[src/rtl/risc_defs.sv]
// ============================================================================
// Module      : risc_defs
// Description : Shared definitions for the 16-bit RISC pipeline.
// Revision    : 1.0 - initial release
// ============================================================================
`default_nettype none

package risc_defs;

    localparam int INSTR_W    = 16;
    localparam int OPCODE_W   = 3;
    localparam int OPCODE_MSB = 15;
    localparam int OPCODE_LSB = 13;

    localparam logic [INSTR_W-1:0] HALT_WORD = 16'hFFFF;

    typedef enum logic [1:0] {
        ST_IDLE = 2'd0,
        ST_RUN  = 2'd1,
        ST_HALT = 2'd2
    } fetch_state_e;

    function automatic logic [OPCODE_W-1:0] opcode_of(input logic [INSTR_W-1:0] i_word);
        return i_word[OPCODE_MSB:OPCODE_LSB];
    endfunction

    function automatic logic is_halt_word(input logic [INSTR_W-1:0] i_word);
        return i_word == HALT_WORD;
    endfunction

endpackage

`default_nettype wire

[src/rtl/fetch_queue.sv]
// ============================================================================
// Module      : fetch_queue
// Description : 2-entry FIFO with synchronous flush; the head drives dout.
// Revision    : 1.0 - initial release
// ============================================================================
`default_nettype none

module fetch_queue #(
    parameter int DATA_W = 24
) (
    input  logic              clk,
    input  logic              rst,
    input  logic              push,
    input  logic              pop,
    input  logic              flush,
    input  logic [DATA_W-1:0] din,
    output logic              full,
    output logic              empty,
    output logic [DATA_W-1:0] dout
);

    logic [DATA_W-1:0] r_mem [2];
    logic              r_wr;
    logic              r_rd;
    logic [1:0]        r_count;
    logic              w_pop;
    logic              w_push;

    assign full   = (r_count == 2'd2);
    assign empty  = (r_count == 2'd0);
    assign dout   = r_mem[r_rd];
    // A push into a full queue is only accepted when the head leaves this cycle.
    assign w_pop  = pop & ~empty;
    assign w_push = push & (~full | w_pop);

    always_ff @(posedge clk or posedge rst) begin
        if (rst) begin
            r_mem[0] <= '0;
            r_mem[1] <= '0;
            r_wr     <= 1'b0;
            r_rd     <= 1'b0;
            r_count  <= 2'd0;
        end else if (flush) begin
            r_wr    <= 1'b0;
            r_rd    <= 1'b0;
            r_count <= 2'd0;
        end else begin
            if (w_push) begin
                r_mem[r_wr] <= din;
                r_wr        <= ~r_wr;
            end
            if (w_pop) begin
                r_rd <= ~r_rd;
            end
            r_count <= r_count + {1'b0, w_push} - {1'b0, w_pop};
        end
    end

endmodule

`default_nettype wire

[src/rtl/fetch_unit.sv]
// ============================================================================
// Module      : fetch_unit
// Description : Fetch stage: PC, imem requests, 2-entry word queue, redirects.
//               Optional HALT_DETECT_EN stops fetch after a popped 16'hFFFF.
// Revision    : 1.0 - initial release
// ============================================================================
`default_nettype none

module fetch_unit
    import risc_defs::*;
#(
    parameter int              PC_W     = 8,
    parameter logic [PC_W-1:0] RESET_PC = '0
) (
    input  logic               clk,
    input  logic               rst,
    output logic               imem_en,
    output logic [PC_W-1:0]    imem_addr,
    input  logic [INSTR_W-1:0] imem_rdata,
    output logic               instr_valid,
    input  logic               instr_ready,
    output logic [INSTR_W-1:0] instr,
    output logic [PC_W-1:0]    instr_pc,
    input  logic               redirect_valid,
    input  logic [PC_W-1:0]    redirect_pc,
    output logic               halted
);

    fetch_state_e              r_state;
    logic [PC_W-1:0]           r_pc;
    logic [PC_W-1:0]           r_req_pc;
    logic                      r_epoch;
    logic                      r_tag;
    logic                      r_inflight;

    logic                      w_full;
    logic                      w_empty;
    logic [INSTR_W+PC_W-1:0]   w_head;
    logic [1:0]                w_occ;
    logic                      w_pop;
    logic                      w_push;
    logic                      w_room;
    logic                      w_issue;
    logic                      w_redirect;
    logic                      w_halt_pop;
    logic                      w_flush;

    assign instr_valid = ~w_empty;
    assign instr       = w_head[INSTR_W+PC_W-1:PC_W];
    assign instr_pc    = w_head[PC_W-1:0];
    assign w_pop       = instr_valid & instr_ready;
    assign w_occ       = w_full ? 2'd2 : (w_empty ? 2'd0 : 2'd1);

`ifdef HALT_DETECT_EN
    assign w_redirect = redirect_valid & (r_state != ST_HALT);
    assign w_halt_pop = w_pop & (r_state == ST_RUN) & is_halt_word(instr) & ~w_redirect;
    assign halted     = (r_state == ST_HALT);
`else
    assign w_redirect = redirect_valid;
    assign w_halt_pop = 1'b0;
    assign halted     = 1'b0;
`endif

    // Issue only if the word can still land in the queue given what leaves now.
    assign w_room    = ({1'b0, w_occ} + {2'b00, r_inflight}) < (3'd2 + {2'b00, w_pop});
    assign w_issue   = (r_state == ST_RUN) & ~w_redirect & w_room;
    assign imem_en   = w_issue;
    assign imem_addr = w_issue ? r_pc : '0;

    assign w_flush   = w_redirect | w_halt_pop;
    // Responses tagged with a stale epoch belong to a discarded fetch path.
    assign w_push    = r_inflight & (r_tag == r_epoch) & ~w_flush;

    always_ff @(posedge clk or posedge rst) begin
        if (rst) begin
            r_state    <= ST_IDLE;
            r_pc       <= RESET_PC;
            r_req_pc   <= '0;
            r_epoch    <= 1'b0;
            r_tag      <= 1'b0;
            r_inflight <= 1'b0;
        end else begin
            case (r_state)
                ST_IDLE: r_state <= ST_RUN;
                ST_RUN:  r_state <= w_halt_pop ? ST_HALT : ST_RUN;
                default: r_state <= r_state;
            endcase
            if (w_redirect) begin
                r_pc <= redirect_pc;
            end else if (w_issue) begin
                r_pc <= r_pc + 1'b1;
            end
            if (w_flush) begin
                r_epoch <= ~r_epoch;
            end
            r_inflight <= w_issue;
            if (w_issue) begin
                r_tag    <= r_epoch;
                r_req_pc <= r_pc;
            end
        end
    end

    fetch_queue #(
        .DATA_W (INSTR_W + PC_W)
    ) u_queue (
        .clk   (clk),
        .rst   (rst),
        .push  (w_push),
        .pop   (w_pop),
        .flush (w_flush),
        .din   ({imem_rdata, r_req_pc}),
        .full  (w_full),
        .empty (w_empty),
        .dout  (w_head)
    );

endmodule

`default_nettype wire

[config.mk]
export PLATFORM = sky130hd
export DESIGN_NAME = fetch_unit
export DESIGN_NICKNAME = d
export VERILOG_FILES = /design/src/rtl/risc_defs.sv /design/src/rtl/fetch_queue.sv /design/src/rtl/fetch_unit.sv
export SDC_FILE = /design/constraint.sdc
export NUM_CORES = 1
export LEC_CHECK = 0
export ABC_AREA = 1
export CORE_MARGIN = 2
export CORE_UTILIZATION = 55
export CTS_BUF_LIST = sky130_fd_sc_hd__clkbuf_4
export CTS_CLUSTER_SIZE = 10
export DETAILED_ROUTE_END_ITERATION = 10
export GPL_ROUTABILITY_DRIVEN = 0
export PLACE_DENSITY = 0.85
export SYNTH_ARGS = -nofsm -noshare
export SYNTH_HDL_FRONTEND = slang
export SYNTH_SLANG_ARGS = --single-unit
[constraint.sdc]
create_clock -name clk -period 5.8 [get_ports clk]
set_input_delay 1.16 -clock clk [delete_from_list [all_inputs] [get_ports clk]]
set_output_delay 1.16 -clock clk [all_outputs]
set_load 0.01 [all_outputs]
==> results of run 1 <==
routing by layer:
| metal | vias to the layer above | part of all wire |
|---|---|---|
| met2 | 69 | 0.47 |
| met3 | 11 | 0.057 |
| met1 | 1225 | 0.45 |
| met5 | - | 0 |
| li1 | 1291 | - |
| met4 | 0 | 0.020 |
sequential cells by signal, summed over array words and instances (netlist names):
register and cells:
r_pc 8, r_inflight 1, r_epoch 1, r_req_pc 8, r_state 1, u_queue.r_mem 48
r_tag 1, u_queue.r_count 2, u_queue.r_wr 1, u_queue.r_rd 1
Yosys cell counts:
library cell  number
a21oi_1            2
buf_2             10
buf_4              3
buf_6              3
clkbuf_1           2
clkinv_1           1
conb_1             2
dfrtp_1           72
ha_1               4
inv_1             44
inv_2              1
mux2_2            24
nand2_1           92
nand2_2            1
nand3_1           22
nand4_2            2
nor2_1            15
nor2_2             2
nor2b_1            1
o21ai_0           12
o21ai_1           48
xnor2_1            1
xnor2_2            1
xor2_1             5
cell type report:
| cell class | count | area [µm²] | share of cell area |
|---|---|---|---|
| clock buffer | 10 | 75.1 | 0.0184 |
| clock inverter | 6 | 36.3 | 0.00889 |
| inverter | 46 | 173 | 0.0423 |
| multi-input combinational | 234 | 1270 | 0.311 |
| sequential | 72 | 1800 | 0.441 |
| tap | 75 | 93.8 | 0.0230 |
| timing repair buffer | 64 | 633 | 0.155 |
logic make-up (layout without fill, tap and decap cells):
group / count (synthesis) / in the layout / share of synthesized area
and+or+nand+nor: 135 / 135 / 0.167
xor gates and xnor gates: 7 / 7 / 0.0205
other: 2 / 2 / 0.00224
adders and majority gates: 4 / 4 / 0.0149
DFF: 72 / 72 / 0.537
muxes: 24 / 24 / 0.0805
AOI/OAI and AO/OA: 62 / 62 / 0.0924
buffers and inverters: 64 / 126 / 0.0854
power by group:
part	leakage [µW]	total (µW)	internal [µW]	switching, µW
Clock	0.0000659	264	90.6	173
Sequential	0.000931	821	688	133
Combinational	0.000977	725	400	325
Total	0.00197	1810	1180	631
stage by stage:
stage | util | power (µW) | cells
after floorplan | - | 1250 | 370
after detailed placement | 0.671 | 1560 | 491
after CTS | 0.689 | 1830 | 507
after global placement | 0.671 | 1530 | 491
final | 0.689 | 1810 | 507
after global routing | 0.689 | 1950 | 507
tightest hold or removal path, delay by kind of cell, from the launching register on:
| kind | cells | cell delay [ns] |
|---|---|---|
| compound gates | 1 | 0.06 |
| simple gates | 1 | 0.05 |
| flops | 1 | 0.35 |
final timing paths:
check | start | end | slack [ns] | cells after the start
min | u_queue.r_mem[5] | u_queue.r_mem[5] | 0.50 | 2
min in group asynchronous | rst | u_queue.r_mem[32] | 0.97 | 2
max reg2reg | r_inflight | r_req_pc[1] | 4.15 | 7
min reg2reg | u_queue.r_mem[5] | u_queue.r_mem[5] | 0.50 | 2
max in group asynchronous | rst | r_req_pc[2] | 3.81 | 3
max | redirect_valid | imem_addr[6] | 1.34 | 7
cell usage in the layout (no fill, tap or decap), drive strengths merged:
cell           netlist  routed
buf                 16       3
clkinvlp             0       1
clkbuf               2      10
nand3               22      22
xor2                 5       5
conb                 2       2
clkinv               1       6
nand4                2       2
a21oi                2       2
nor2                17      17
ha                   4       4
nand2               93      93
xnor2                2       2
clkdlybuf4s50        0      61
inv                 45      45
mux2                24      24
nor2b                1       1
o21ai               60      60
dfrtp               72      72
==> flow_summary.toml, run 1 <==
[setup_path]
crit_required_ns = 4.64
crit_chain = "clkdlybuf4s50_1 -> nor2_1 -> nand2_1 -> inv_1 -> nand2_2 -> nor2_1 -> clkdlybuf4s50_1"
start_kind = "input port"
cp_slowest_stage_delay_ns = 0.67
slowest_stage = "clkdlybuf4s50_1"
crit_fanout = 33
arrival_ns = 3.30
cp-end-kind = "primary output"
worst-path-buf-inv = 3
cp_top_family = "buffers and inverters"
worstSetupPathType = "in2out"

[synthesis]
synthesis.area_mm2 = 0.00336
synth_top_area_cell = "dfrtp_1"
yosysSeqAreaShare = 0.537
ys_types = 24
ys_top_cells_by_area = "dfrtp_1 54%, nand2_1 10%, mux2_2 8.1%"
synthCells = 370
yosysWarnings = 0
avgSynthCellArea_um2 = 9.07
synth_top_area_frac = 0.537
synth-seq-cells = 72
synthesis.nets = 402

[route]
drt_pre_antenna_iters = 5
drt_iter0_markers = 116
drc = 0
ant_nets = 0
num_vias = 2596
wl_per_cell_um = 12.8
wirelength_mm = 6.49
viasPerCell = 5.12

[cells_and_area]
fillers = 484
diodes = 0
final_area_mm2 = 0.00408
nNetsFinal = 459
area_growth_syn_to_layout_pct = 21.6
drive_above_1_share = 0.118

[clock_tree]
cts_resized = 0
cts_root_buf = "clkbuf_4"
insertion_delay_ns = 0.42
cts_made_buffers = 9
ctsHoldBuffers = 0
cts_sinks = 72
cts_buffer_depth = 2
cts_setup_buffers = 0
cts_tree = "done"
cts-htree-levels = 3
path_clk_slew_ns = 0.11

[global_routing]
grt_pass1_wl_mm = 10.8
overflow = 0
grtUsageMet1 = 0.260
antenna_found_initial = 0
met2_usage = 0.363
grt.busiest_layer = "met2"
grt_use_total = 0.213
grt_util_met3 = 0.0424
grt_pass1_vias = 2504
grt_max_degree = 61

[sta]
max_freq_ghz = 0.224
tightestPinTransition_ns = 1.11
fin_ws_ns = 1.34
period_share = 0.770
setup-tns-final_ns = 0
setup_viol = 0
max-slew-margin-rel = 0.261
skew_ns = 0.0175
holdWs_ns = 0.497
rsz0062_at_grt = "no"
min_period_ns = 4.46
hold_violations = 0
drv_slew = 0

[floorplan]
core_mm2 = 0.00592
initial_utilization = 0.567
die_area_mm2 = 0.00674
die_w_um = 82.1
die_y_um = 82.1
core.rowCount = 28
io_pins = 63

[power]
ir_drop_v = 0.000244
leakagePower_uw = 0.00197
power_density_mw_per_mm2 = 443

[placement]
numPortBuffers = 61
hpwl_mm = 4.36
place_area_mm2 = 0.00397
pre_cts_slack_ns = 1.35

[run]
maxCapViolCount = 0

[run_status]
status = "finished, final reports clean"

[hold_path]
hp-class = "reg2reg"
No activity file was read; power rests on OpenSTA's default activity.
==> inputs of run 2 (changes only) <==
CORE_UTILIZATION = 49   (was 55)
PLACE_DENSITY = 0.8   (was 0.85)
clock period = 3.61 ns   (was 5.8 ns; I/O delays follow)
==> flow_summary.toml, run 2 (same netlist as run 1, synthesis figures left out) <==
[power]
ir_drop_v = 0.000250
power_density_mw_per_mm2 = 733
leakagePower_uw = 0.00201

[setup_path]
r2r_cells = 8
crit_fanout = 9
rr_endpoint = "r_pc[7]"
cp-end-kind = "primary output"
crit_start = "redirect_valid"
r2r_setup_slack_ns = 1.98
endpoint = "imem_addr[2]"
start_kind = "input port"
worstSetupPathType = "in2out"
arrival_ns = 2.20
r2r-start = "u_queue.r_count[0]"
crit_required_ns = 2.89

[clock_tree]
cts_setup_buffers = 0
cts_root_buf = "clkbuf_4"
cts_made_buffers = 9
cts_tree = "done"
ctsHoldBuffers = 0
cts-htree-levels = 3
cts_buffer_depth = 2
cts_sinks = 72
path_clk_slew_ns = 0.11
cts_resized = 0
insertion_delay_ns = 0.41

[sta]
setup-tns-final_ns = 0
tightestPinTransition_ns = 0.682
max_freq_ghz = 0.342
period_share = 0.811
drv_slew = 0
min_period_ns = 2.93
skew_ns = 0.0123
rsz0062_at_grt = "no"
fin_ws_ns = 0.683
hold_violations = 0
setup_viol = 0
max-slew-margin-rel = 0.545

[route]
wirelength_mm = 6.66
num_vias = 2590
drt_iter0_markers = 180
viasPerCell = 5.03
wl_per_cell_um = 12.9
drt_pre_antenna_iters = 4
drc = 0
ant_nets = 0

[cells_and_area]
fillers = 562
nNetsFinal = 463
final_common_cell = "nand2_1"
drive_above_1_share = 0.122
largest-register = "u_queue.r_mem"
final_cell_mix = "92 x nand2_1, 72 x dfrtp_1, 61 x clkdlybuf4s50_1"
diodes = 0
largest_reg_flops = 48
area_growth_syn_to_layout_pct = 24.3
largest_registers = "u_queue.r_mem x48, r_pc x8, r_req_pc x8"

[global_routing]
met2_usage = 0.300
grt_use_total = 0.194
grtUsageMet1 = 0.270
overflow = 0
grt_util_met3 = 0.0419
grt_pass1_vias = 2515
grt_pass1_wl_mm = 11.5
antenna_found_initial = 0
grt_max_degree = 49
grt.busiest_layer = "met2"

[floorplan]
initial_utilization = 0.500
io_pins = 63
core_mm2 = 0.00672
core.rowCount = 30
die_area_mm2 = 0.00753
die_w_um = 86.8
die_y_um = 86.8

[hold_path]
hp-class = "reg2reg"

[placement]
pre_cts_slack_ns = 0.676
hpwl_mm = 4.54
numPortBuffers = 61

[run_status]
status = "finished, final reports clean"

[run]
maxCapViolCount = 0
-- run 2: changes by cell type in the layout (fill, tap and decap cells not counted) --
cell	before	now
clkinv_1	1	2
buf_12	0	1
bufinv_16	0	2
clkbuf_4	10	9
buf_4	3	6
clkinv_2	4	1
-- run 2: critical path, cell delays in order --
cell and delay, ns:
clkdlybuf4s50_1 0.42, nor2_1 0.10, nand2_1 0.10, inv_1 0.08, nand2_2 0.11, nor2_1 0.12, clkdlybuf4s50_1 0.54
-- run 2: worst min-delay path by stage --
stage | startpoint | end | slack [ns] | cells past startpoint
after detailed placement | u_queue.r_mem[11] | u_queue.r_mem[11] | 0.47 | 2
after global placement | u_queue.r_mem[23] | u_queue.r_mem[23] | 0.47 | 2
after global routing | u_queue.r_mem[11] | u_queue.r_mem[11] | 0.51 | 2
after CTS | u_queue.r_mem[11] | u_queue.r_mem[11] | 0.50 | 2
final | r_req_pc[6] | r_req_pc[6] | 0.49 | 2
after floorplan | r_req_pc[0] | r_req_pc[0] | 0.45 | 2
-- run 2: power breakdown --
part	leakage [µW]	internal (µW)	switching, µW
logic	0.00100	651	561
registers	0.000931	1110	184
clock network	0.0000794	275	278
-- run 2: final cells by class --
class                   instances  area, µm²  share of cell area
multi-input cells             234       1270               0.304
flip-flops and latches         72       1800               0.432
inverters                      46        173              0.0414
repair buffers                 68        676               0.162
well taps                      80        100              0.0240
clock inverters                 6       85.1              0.0204
clock buffers                   9       67.6              0.0162
-- run 2: metal layers --
| metal | vias to the layer above | share of wire | routed length [µm] |
|---|---|---|---|
| met5 | - | 0 | 0 |
| met3 | 11 | 0.052 | 343 |
| met4 | 0 | 0.017 | 110 |
| li1 | 1301 | - | - |
| met2 | 65 | 0.45 | 2990 |
| met1 | 1213 | 0.48 | 3220 |
-- run 2: through the flow --
step | hold slack [ns] | area [µm²] | total power, µW | utilization | instances
2_1_floorplan | 0.453 | 3360 | 2020 | - | 370
3_3_place_gp | 0.466 | 4020 | 2480 | 0.598 | 500
3_5_place_dp | 0.473 | 4020 | 2530 | 0.598 | 500
4_1_cts | 0.499 | 4170 | 3080 | 0.621 | 515
5_1_grt | 0.515 | 4170 | 3290 | 0.621 | 515
6_report | 0.494 | 4170 | 3060 | 0.621 | 515
==> inputs of run 3 (changes only) <==
clock period = 2.4 ns   (was 3.61 ns; I/O delays follow)
==> flow_summary.toml, run 3 (same netlist as run 1, synthesis figures left out) <==
[route]
viasPerCell = 5.01
drt_iter0_markers = 149
wirelength_mm = 6.66
wl_per_cell_um = 12.8
drt_pre_antenna_iters = 4
num_vias = 2609
ant_nets = 0
drc = 0

[power]
p_int_uw = 2980
power_switching_uw = 1520
swShare = 0.337
power_density_mw_per_mm2 = 1080
pwr-share-comb = 0.413
clkPwrFrac = 0.156
seq_power_share = 0.431
leakagePower_uw = 0.00207
ir_drop_v = 0.000468

[setup_path]
cp_slowest_stage_delay_ns = 0.49
slowest_stage = "clkdlybuf4s50_1"
arrival_ns = 1.84
crit_required_ns = 1.92
crit_chain = "buf_12 -> mux2_2 -> clkdlybuf4s50_1"
cp_top_family = "buffers and inverters"
cp-end-kind = "primary output"
start_kind = "flop"
crit_fanout = 20
r2r_setup_slack_ns = 0.81
worstSetupPathType = "reg2out"
worst-path-buf-inv = 2

[sta]
hold_violations = 0
period_share = 0.966
min_period_ns = 2.32
max_freq_ghz = 0.431
skew_ns = 0.00730
setup_viol = 0
rsz0062_at_grt = "no"
holdWs_ns = 0.462
setup-tns-final_ns = 0
drv_slew = 0

[clock_tree]
cts_tree = "done"
cts_made_buffers = 9
cts_sinks = 72
insertion_delay_ns = 0.40
path_clk_slew_ns = 0.11
cts_buffer_depth = 2
cts_root_buf = "clkbuf_4"
cts-htree-levels = 3
ctsHoldBuffers = 0

[global_routing]
antenna_found_initial = 0
overflow = 0
grt_pass1_wl_mm = 11.8
grt_max_degree = 73
grt_pass1_vias = 2683
grt_use_total = 0.198

[cells_and_area]
final_area_mm2 = 0.00418
largest_reg_flops = 48
diodes = 0
fillers = 576
final_common_cell = "nand2_1"
area_growth_syn_to_layout_pct = 24.6
nNetsFinal = 468
final_cell_mix = "92 x nand2_1, 71 x dfrtp_1, 51 x clkdlybuf4s50_1"
largest_registers = "u_queue.r_mem x48, r_pc x8, r_req_pc x8"
largest-register = "u_queue.r_mem"
drive_above_1_share = 0.136
finalNonFillerCells = 521

[placement]
numPlacedInstances = 502
hpwl_mm = 4.51
numPortBuffers = 61
place_area_mm2 = 0.00405

[run]
maxCapViolCount = 0

[floorplan]
die_w_um = 86.8
die_y_um = 86.8
die_area_mm2 = 0.00753
core.rowCount = 30
initial_utilization = 0.500
io_pins = 63
core_mm2 = 0.00672

[hold_path]
hp-class = "in2async"

[run_status]
status = "finished, final reports clean"
==> run 3: cell types whose count changed in the layout (fill, tap and decap cells not counted), sizes merged <==
| cell | change |
|---|---|
| clkinv | +2 |
| clkdlybuf4s50 | -10 |
| dlymetal6s2s | +1 |
| bufinv | -1 |
| dlygate4sd2 | +4 |
| clkdlybuf4s15 | +2 |
| buf | +5 |
| clkbuf | +4 |
| clkinvlp | -1 |
==> run 3: per-layer routing <==
layer	global-route usage	routed length, µm
met3	0.0486	317
met1	0.257	3080
met4	0.0568	94
met2	0.332	3180
met5	0	0
==> run 3: power by group through the flow <==
stage	Clock, µW	Combinational [µW]	Sequential (µW)
6_report	702	1860	1940
5_1_grt	788	2080	2000
4_1_cts	724	1880	1940
3_5_place_dp	0	1860	1970
3_3_place_gp	0	1810	1940
2_1_floorplan	0	1150	1880
==> run 3: path summary, 6_finish.rpt <==
path	startpoint	to	cells past startpoint
setup / recovery	u_queue.r_rd	instr[14]	3
hold / removal	rst	u_queue.r_wr	3
setup reg to reg	u_queue.r_count[0]	r_pc[5]	8
hold reg to reg	u_queue.r_mem[5]	u_queue.r_mem[5]	2
max in group asynchronous	rst	u_queue.r_rd	3
min in group clk	u_queue.r_mem[5]	u_queue.r_mem[5]	2
==> run 3: what timing repair did <==
action	in CTS	in global routing
gates resized for setup	10	10
cloned	0	0
pin swaps	0	0
setup buffers	2	1
endpoints found under the setup margin	29	9
==> run 3: area by class of cell <==
class                           instances  area (µm²)  share of cell area
Inverter                               46         173              0.0413
Sequential cell                        72        1800               0.431
Tap cell                               80         100              0.0239
Multi-Input combinational cell        234        1270               0.305
Clock inverter                          6        50.0              0.0120
Timing Repair Buffer                   73         708               0.169
Clock buffer                           10        75.1              0.0179
==> run 3: worst reg2reg max path: cells and delay by family (launching register included) <==
family / cells / cell delay (ns)
adders and majority gates: 1 / 0.28
buffers and inverters: 2 / 0.30
DFF: 1 / 0.42
and+or+nand+nor: 5 / 0.53
==> run 3: per-stage QoR <==
stage | power [µW] | setup slack (ns) | utilization
floorplan | 3030 | 0.0951 | -
global placement | 3750 | 0.00599 | 0.602
detailed placement | 3820 | -0.0257 | 0.602
CTS | 4540 | 0.0534 | 0.622
global route | 4870 | 0.00913 | 0.623
finish | 4500 | 0.0809 | 0.623
